--- src/rtl/complex_acc_pkg.sv ---
// Shared widths, FSM encoding and acc_len clamp for the complex result accumulator.
package complex_acc_pkg;

    localparam int unsigned DATA_WIDTH = 8;
    localparam int unsigned RES_WIDTH  = 2 * DATA_WIDTH + 2;
    localparam int unsigned MAX_LEN    = 16;
    localparam int unsigned LEN_W      = $clog2(MAX_LEN + 1);
    localparam int unsigned ACC_WIDTH  = RES_WIDTH + $clog2(MAX_LEN);

    localparam logic [1:0] StIdle = 2'd0;
    localparam logic [1:0] StAcc  = 2'd1;
    localparam logic [1:0] StHold = 2'd2;

    // A zero length still yields a one-product sum; overlong requests saturate.
    function automatic int unsigned clamp_len(input int unsigned len,
                                              input int unsigned max_len);
        if (len == 32'd0) begin
            return 32'd1;
        end else if (len > max_len) begin
            return max_len;
        end else begin
            return len;
        end
    endfunction

endpackage

--- src/rtl/complex_result_accumulator_if.sv ---
// Product input channel, sum output channel and status for the accumulator.
interface complex_result_accumulator_if
    import complex_acc_pkg::*;
#(
    parameter int unsigned RES_W = RES_WIDTH,
    parameter int unsigned ACC_W = ACC_WIDTH,
    parameter int unsigned LEN_WIDTH = LEN_W
);

    logic [LEN_WIDTH-1:0] acc_len;
    logic                 res_val;
    logic                 res_ready;
    logic [2*RES_W-1:0]   res_data;
    logic                 sum_val;
    logic                 sum_ready;
    logic [2*ACC_W-1:0]   sum_data;
    logic                 busy;

    modport master (
        output acc_len, res_val, res_data, sum_ready,
        input  res_ready, sum_val, sum_data, busy
    );

    modport slave (
        input  acc_len, res_val, res_data, sum_ready,
        output res_ready, sum_val, sum_data, busy
    );

endinterface

--- src/rtl/cplx_acc_adder.sv ---
// Sign-extends a {re, im} product and adds it into a {re, im} accumulator.
module cplx_acc_adder
    import complex_acc_pkg::*;
#(
    parameter int unsigned RES_W = RES_WIDTH,
    parameter int unsigned ACC_W = ACC_WIDTH
) (
    input  logic [2*ACC_W-1:0] acc_i,
    input  logic [2*RES_W-1:0] prod_i,
    output logic [2*ACC_W-1:0] sum_o
);

    logic [RES_W-1:0] p_re;
    logic [RES_W-1:0] p_im;
    logic [ACC_W-1:0] x_re;
    logic [ACC_W-1:0] x_im;
    logic [ACC_W-1:0] a_re;
    logic [ACC_W-1:0] a_im;
    logic [ACC_W-1:0] s_re;
    logic [ACC_W-1:0] s_im;

    always_comb begin
        p_re  = prod_i[2*RES_W-1:RES_W];
        p_im  = prod_i[RES_W-1:0];
        a_re  = acc_i[2*ACC_W-1:ACC_W];
        a_im  = acc_i[ACC_W-1:0];
        x_re  = {{(ACC_W - RES_W){p_re[RES_W-1]}}, p_re};
        x_im  = {{(ACC_W - RES_W){p_im[RES_W-1]}}, p_im};
        // Headroom of ACC_W over RES_W makes the carry out unreachable.
        s_re  = a_re + x_re;
        s_im  = a_im + x_im;
        sum_o = {s_re, s_im};
    end

endmodule

--- src/rtl/complex_result_accumulator.sv ---
// Sums a programmable number of complex products and presents the sum on valid/ready.
module complex_result_accumulator #(
    parameter int unsigned DATA_WIDTH = complex_acc_pkg::DATA_WIDTH,
    parameter int unsigned MAX_LEN    = complex_acc_pkg::MAX_LEN
) (
    input logic                         clk,
    input logic                         sw_rst,
    complex_result_accumulator_if.slave bus
);

    localparam int unsigned RES_WIDTH = 2 * DATA_WIDTH + 2;
    localparam int unsigned LEN_W     = $clog2(MAX_LEN + 1);
    localparam int unsigned ACC_WIDTH = RES_WIDTH + $clog2(MAX_LEN);

    import complex_acc_pkg::*;

    logic [1:0]             state_q;
    logic [1:0]             state_d;
    logic [ACC_WIDTH-1:0]   acc_re_q;
    logic [ACC_WIDTH-1:0]   acc_re_d;
    logic [ACC_WIDTH-1:0]   acc_im_q;
    logic [ACC_WIDTH-1:0]   acc_im_d;
    logic [LEN_W-1:0]       len_q;
    logic [LEN_W-1:0]       len_d;
    logic [LEN_W-1:0]       cnt_q;
    logic [LEN_W-1:0]       cnt_d;

    logic                   res_xfer;
    logic [LEN_W-1:0]       len_clamped;
    logic [LEN_W-1:0]       cnt_inc;
    logic [2*ACC_WIDTH-1:0] adder_acc;
    logic [2*ACC_WIDTH-1:0] adder_sum;

    always_comb begin
        bus.res_ready = ~sw_rst & (state_q != StHold);
        bus.sum_val   = ~sw_rst & (state_q == StHold);
        bus.busy      = ~sw_rst & (state_q == StAcc);
        bus.sum_data  = sw_rst ? '0 : {acc_re_q, acc_im_q};
    end

    always_comb begin
        res_xfer    = bus.res_val & bus.res_ready;
        len_clamped = LEN_W'(clamp_len(32'(bus.acc_len), MAX_LEN));
        cnt_inc     = cnt_q + 1'b1;
        // The first product of a frame loads rather than adds, so feed a zero accumulator.
        adder_acc   = (state_q == StIdle) ? '0 : {acc_re_q, acc_im_q};
    end

    cplx_acc_adder #(
        .RES_W (RES_WIDTH),
        .ACC_W (ACC_WIDTH)
    ) u_adder (
        .acc_i  (adder_acc),
        .prod_i (bus.res_data),
        .sum_o  (adder_sum)
    );

    always_comb begin
        state_d  = state_q;
        acc_re_d = acc_re_q;
        acc_im_d = acc_im_q;
        len_d    = len_q;
        cnt_d    = cnt_q;

        case (state_q)
            StIdle: begin
                if (res_xfer) begin
                    {acc_re_d, acc_im_d} = adder_sum;
                    len_d                = len_clamped;
                    cnt_d                = LEN_W'(1);
                    state_d              = (len_clamped == LEN_W'(1)) ? StHold : StAcc;
                end
            end
            StAcc: begin
                if (res_xfer) begin
                    {acc_re_d, acc_im_d} = adder_sum;
                    cnt_d                = cnt_inc;
                    if (cnt_inc == len_q) begin
                        state_d = StHold;
                    end
                end
            end
            StHold: begin
                if (bus.sum_ready) begin
                    state_d = StIdle;
                end
            end
            default: begin
                state_d = StIdle;
            end
        endcase
    end

    always_ff @(posedge clk) begin
        if (sw_rst) begin
            state_q  <= StIdle;
            acc_re_q <= '0;
            acc_im_q <= '0;
            len_q    <= '0;
            cnt_q    <= '0;
        end else begin
            state_q  <= state_d;
            acc_re_q <= acc_re_d;
            acc_im_q <= acc_im_d;
            len_q    <= len_d;
            cnt_q    <= cnt_d;
        end
    end

endmodule

--- src/flat_wrapper.sv ---
// flat-port wrapper written by rule: the top's interface ports become plain ports
module complex_result_accumulator_flat import complex_acc_pkg::*;
#(
    parameter int unsigned DATA_WIDTH = complex_acc_pkg::DATA_WIDTH,
    parameter int unsigned MAX_LEN    = complex_acc_pkg::MAX_LEN
)
  (clk, sw_rst, bus_acc_len, bus_res_val, bus_res_data, bus_sum_ready, bus_res_ready, bus_sum_val, bus_sum_data, bus_busy);
  complex_result_accumulator_if bus_i ();
  input logic clk;
  input logic sw_rst;
  input wire logic [$bits(bus_i.acc_len)-1:0] bus_acc_len;
  input wire logic [$bits(bus_i.res_val)-1:0] bus_res_val;
  input wire logic [$bits(bus_i.res_data)-1:0] bus_res_data;
  input wire logic [$bits(bus_i.sum_ready)-1:0] bus_sum_ready;
  output wire logic [$bits(bus_i.res_ready)-1:0] bus_res_ready;
  output wire logic [$bits(bus_i.sum_val)-1:0] bus_sum_val;
  output wire logic [$bits(bus_i.sum_data)-1:0] bus_sum_data;
  output wire logic [$bits(bus_i.busy)-1:0] bus_busy;
  assign bus_i.acc_len = bus_acc_len;
  assign bus_i.res_val = bus_res_val;
  assign bus_i.res_data = bus_res_data;
  assign bus_i.sum_ready = bus_sum_ready;
  assign bus_res_ready = bus_i.res_ready;
  assign bus_sum_val = bus_i.sum_val;
  assign bus_sum_data = bus_i.sum_data;
  assign bus_busy = bus_i.busy;
  complex_result_accumulator #(.DATA_WIDTH(DATA_WIDTH), .MAX_LEN(MAX_LEN)) u_core (.clk(clk), .sw_rst(sw_rst), .bus(bus_i));
endmodule
--- config.mk ---
export PLATFORM = sky130hd
export DESIGN_NAME = complex_result_accumulator_flat
export DESIGN_NICKNAME = d
export VERILOG_FILES = /design/src/rtl/complex_acc_pkg.sv /design/src/rtl/complex_result_accumulator_if.sv /design/src/rtl/cplx_acc_adder.sv /design/src/rtl/complex_result_accumulator.sv /design/src/flat_wrapper.sv
export SDC_FILE = /design/constraint.sdc
export NUM_CORES = 1
export LEC_CHECK = 0
export BUFFER_PORTS_ARGS = -buffer_cell sky130_fd_sc_hd__buf_2
export CAP_MARGIN = 40
export CORE_ASPECT_RATIO = 0.8
export CORE_MARGIN = 3
export CORE_UTILIZATION = 40
export DETAILED_ROUTE_END_ITERATION = 10
export MAX_ROUTING_LAYER = met4
export PLACE_DENSITY = 0.66
export SLEW_MARGIN = 0
export SYNTH_ARGS = -nofsm -noshare
export SYNTH_HDL_FRONTEND = slang
export SYNTH_SLANG_ARGS = --single-unit
--- constraint.sdc ---
create_clock -name clk -period 4.89 [get_ports clk]
set_input_delay 0.978 -clock clk [delete_from_list [all_inputs] [get_ports clk]]
set_output_delay 0.978 -clock clk [all_outputs]
set_load 0.01 [all_outputs]
==> results by group <==
Status
  – Status: finished clean

Logic synthesis
  – Post-Synthesis Cells: 634
  – Ys async rst share: 0
  – Cell area after synthesis: 4862 um2
  – Syn. warnings: 0
  – Dominant cell type by area after synthesis: dfxtp_1
  – Most common cell in the netlist: dfxtp_1
  – Yosys reg bits: 56
  – Post-synth cell types: 64
  – Number of synthesized flops with an enable pin: 0
  – Synth top area cells: dfxtp_1 (23%), ha_1 (11%), nor2b_1 (6.4%)
  – Synth top area share: 0.2306
  – Post-Syn Area per Cell: 7.669 um2
  – Synth Flop Type: dfxtp_1
  – Sequential area share after synthesis: 0.2306
  – Top post-synthesis cells by count: dfxtp_1 (56), a21oi_1 (55), nand2_1 (54)
  – Synthesized Nets: 724

Floorplan
  – Initial Util: 0.4158
  – I/O pin total: 92
  – Die H: 104.6 um
  – # rows: 35
  – Chip width: 129.3 um
  – Die area: 13520 um2
  – Core area: 11690 um2

Place
  – Hpwl dp: 9.861 mm
  – Placer Congestion: 0.8928
  – Port Buffer Count: 91
  – DP Area: 5468 um2

Critical path
  – CP Capture Type: register
  – Critical Path Start: u_core.state_q[0]
  – Crit path launch type: register
  – Critical path required time: 5.13 ns
  – Crit-path slowest cell: dfxtp_1
  – Critical Path, Cell by Cell: or2_1 > buf_8 > and2_1 > ha_1 > inv_1 > fa_1 > nor2b_1 > o31ai_1 > a32oi_1 > a31oi_1 > a31oi_1 > nand4_1 > a2111o_1 > nand3_1
  – Crit path max fanout: 25
  – WS Path Type: reg -> reg
  – WP data arrival: 3.66 ns
  – CP dominant cell by count: a31oi_1
  – Critical path's largest stage delay: 0.50 ns
  – R2R Path Start: u_core.state_q[0]

Clocking
  – H-tree depth: 2
  – CTS clk-pin slew, worst paths: 0.08 ns
  – Post-CTS setup buffer count: 0
  – Clk buf depth: 2
  – Root Driver: clkbuf_16
  – TritonCTS clock tree: done
  – CTS buffer count: 5
  – Hold buffers post-CTS: 0
  – Clk_lat worst skew: 0.30 ns
  – Post-CTS Resized: 0
  – Num Clock Sinks: 56

GRT
  – Gr usage total: 0.1951
  – Largest net degree at the start of global routing: 44
  – Total gr overflow: 0
  – Number of global-route vias before repair: 4504
  – Initial antenna violation count: 0
  – First-pass GRT wire length: 21.47 mm

Route
  – Drt first pass iters: 5
  – Initial drt markers: 338
  – Metal-1 WL: 6.535 mm
  – Wire per inst: 15.03 um
  – Vias/cell: 5.501
  – Met2 wire len: 5.686 mm
  – Routed vias: 4725
  – Routed Antenna Nets: 0
  – DRC Markers: 0
  – Top sig layer: met4
  – Drt total wl: 12.91 mm
  – Met3 WL: 600 um

Timing
  – Fmax: 292.3 MHz
  – Worst-Margin Slew: 0.8144 ns
  – Slew Viols, Final: 0
  – Tmin final: 3.422 ns
  – RSZ-0062 raised after global routing: false
  – Worst slew margin: 0.4571
  – Fin Setup TNS: 0 ns
  – Hold Fails Final Rpt: 0
  – Clk_skew: 0.01046 ns
  – Final Setup Violations: 0
  – Hold_ws: 0.4662 ns
  – Fraction of the cycle the final worst path needs: 0.6997

Power
  – Clock power frac: 0.286
  – Sw frac: 0.3383
  – PD cells: 240.5 nW/um2
  – Leak: 2.569 nW
  – Combinational fraction of design power: 0.326
  – Seq pwr share: 0.388
  – Int Power: 0.0008947 W
  – Net switching power: 0.0004575 W
  – Peak supply drop: 0.0001334 V

Finish
  – Area of the multi-input gates: 3575 um2
  – FF/Latch Area: 1121 um2
  – Layout cells sized above 1: 0.1842
  – Final Instance Area: 5622 um2
  – Util after Layout: 0.4808
  – Layout fillers: 1163
  – N_diodes: 0
  – Area grow syn2layout: 15.62%
  – Layout net count: 800

Job
  – Max cap viols: 0

Min path
  – HP Class: reg -> reg
  – HP Start: u_core.acc_im_q[11]
## power groups by stage
stage / sequential, W / clock (W) / combinational, W
2_1_floorplan: 0.000525 / 0 / 0.000319
6_report: 0.000525 / 0.000387 / 0.000440
4_1_cts: 0.000524 / 0.000400 / 0.000441
5_1_grt: 0.000531 / 0.000420 / 0.000494
3_5_place_dp: 0.000535 / 0 / 0.000438
3_3_place_gp: 0.000534 / 0 / 0.000424
## state kept, by name, indices dropped and copies added, names as in the netlist
name             flops
u_core.cnt_q         5
u_core.acc_re_q     22
u_core.state_q       2
u_core.len_q         5
u_core.acc_im_q     22
## critical path: cells and delay by family, from the launching register on
family | cells | cell delay (ns)
AO/OA/AOI/OAI | 5 | 1.20
adder cells (fa/ha/maj) | 2 | 0.54
buffers and inverters | 2 | 0.26
flip-flops | 1 | 0.50
AND/OR/NAND/NOR | 5 | 0.85
## final timing paths
path | end | slack, ns | cells after the start
worst max register to register | u_core.acc_im_q[20] | 1.47 | 14
worst min register to register | u_core.acc_im_q[11] | 0.47 | 2
worst min-delay path | u_core.acc_im_q[11] | 0.47 | 2
worst max-delay path | u_core.acc_im_q[20] | 1.47 | 14
## cells in the final DEF (no fill, tap or decap), types with 8 or more instances in the layout
| cell | n |
|---|---|
| o21ai_0 | 29 |
| xor2_1 | 14 |
| xnor2_1 | 21 |
| mux2_2 | 10 |
| buf_2 | 91 |
| ha_1 | 43 |
| nor3_1 | 22 |
| and2_1 | 42 |
| a21oi_1 | 55 |
| or3_1 | 8 |
| inv_1 | 13 |
| a21o_1 | 16 |
| nand3_1 | 27 |
| nor2_1 | 39 |
| nand2_1 | 54 |
| a211oi_1 | 9 |
| dfxtp_1 | 56 |
| nor2b_1 | 50 |
## through the flow
step	setup slack, ns	cells	total power [W]
floorplan	1.682	634	0.0008442
global placement	1.299	849	0.0009574
detailed placement	1.512	851	0.0009723
CTS	1.483	859	0.001365
global route	1.145	859	0.001444
finish	1.468	859	0.001352
## logic make-up after synthesis
logic type	Yosys count	share of synthesized area
adders and majority gates	45	0.1189
xor gates and xnor gates	35	0.06305
muxes	10	0.02316
buffers and inverters	44	0.03423
DFF	56	0.2306
and+or+nand+nor	283	0.3127
AOI/OAI and AO/OA	161	0.2174
## layer usage
layer	track usage	up-vias
li1	-	2409
met1	0.2760	2189
met2	0.2992	119
met3	0.03424	8
met4	0.02549	0
met5	-	-
## layout make-up
cell class,count,share of cell area
Clock buffer,6,0.02471
Clock inverter,2,0.002671
Inverter,13,0.008680
Multi-Input combinational cell,534,0.6359
Sequential cell,56,0.1994
Timing Repair Buffer,100,0.09570
Tap cell,148,0.03294
Note: power is estimated with default switching activity, not from simulation.
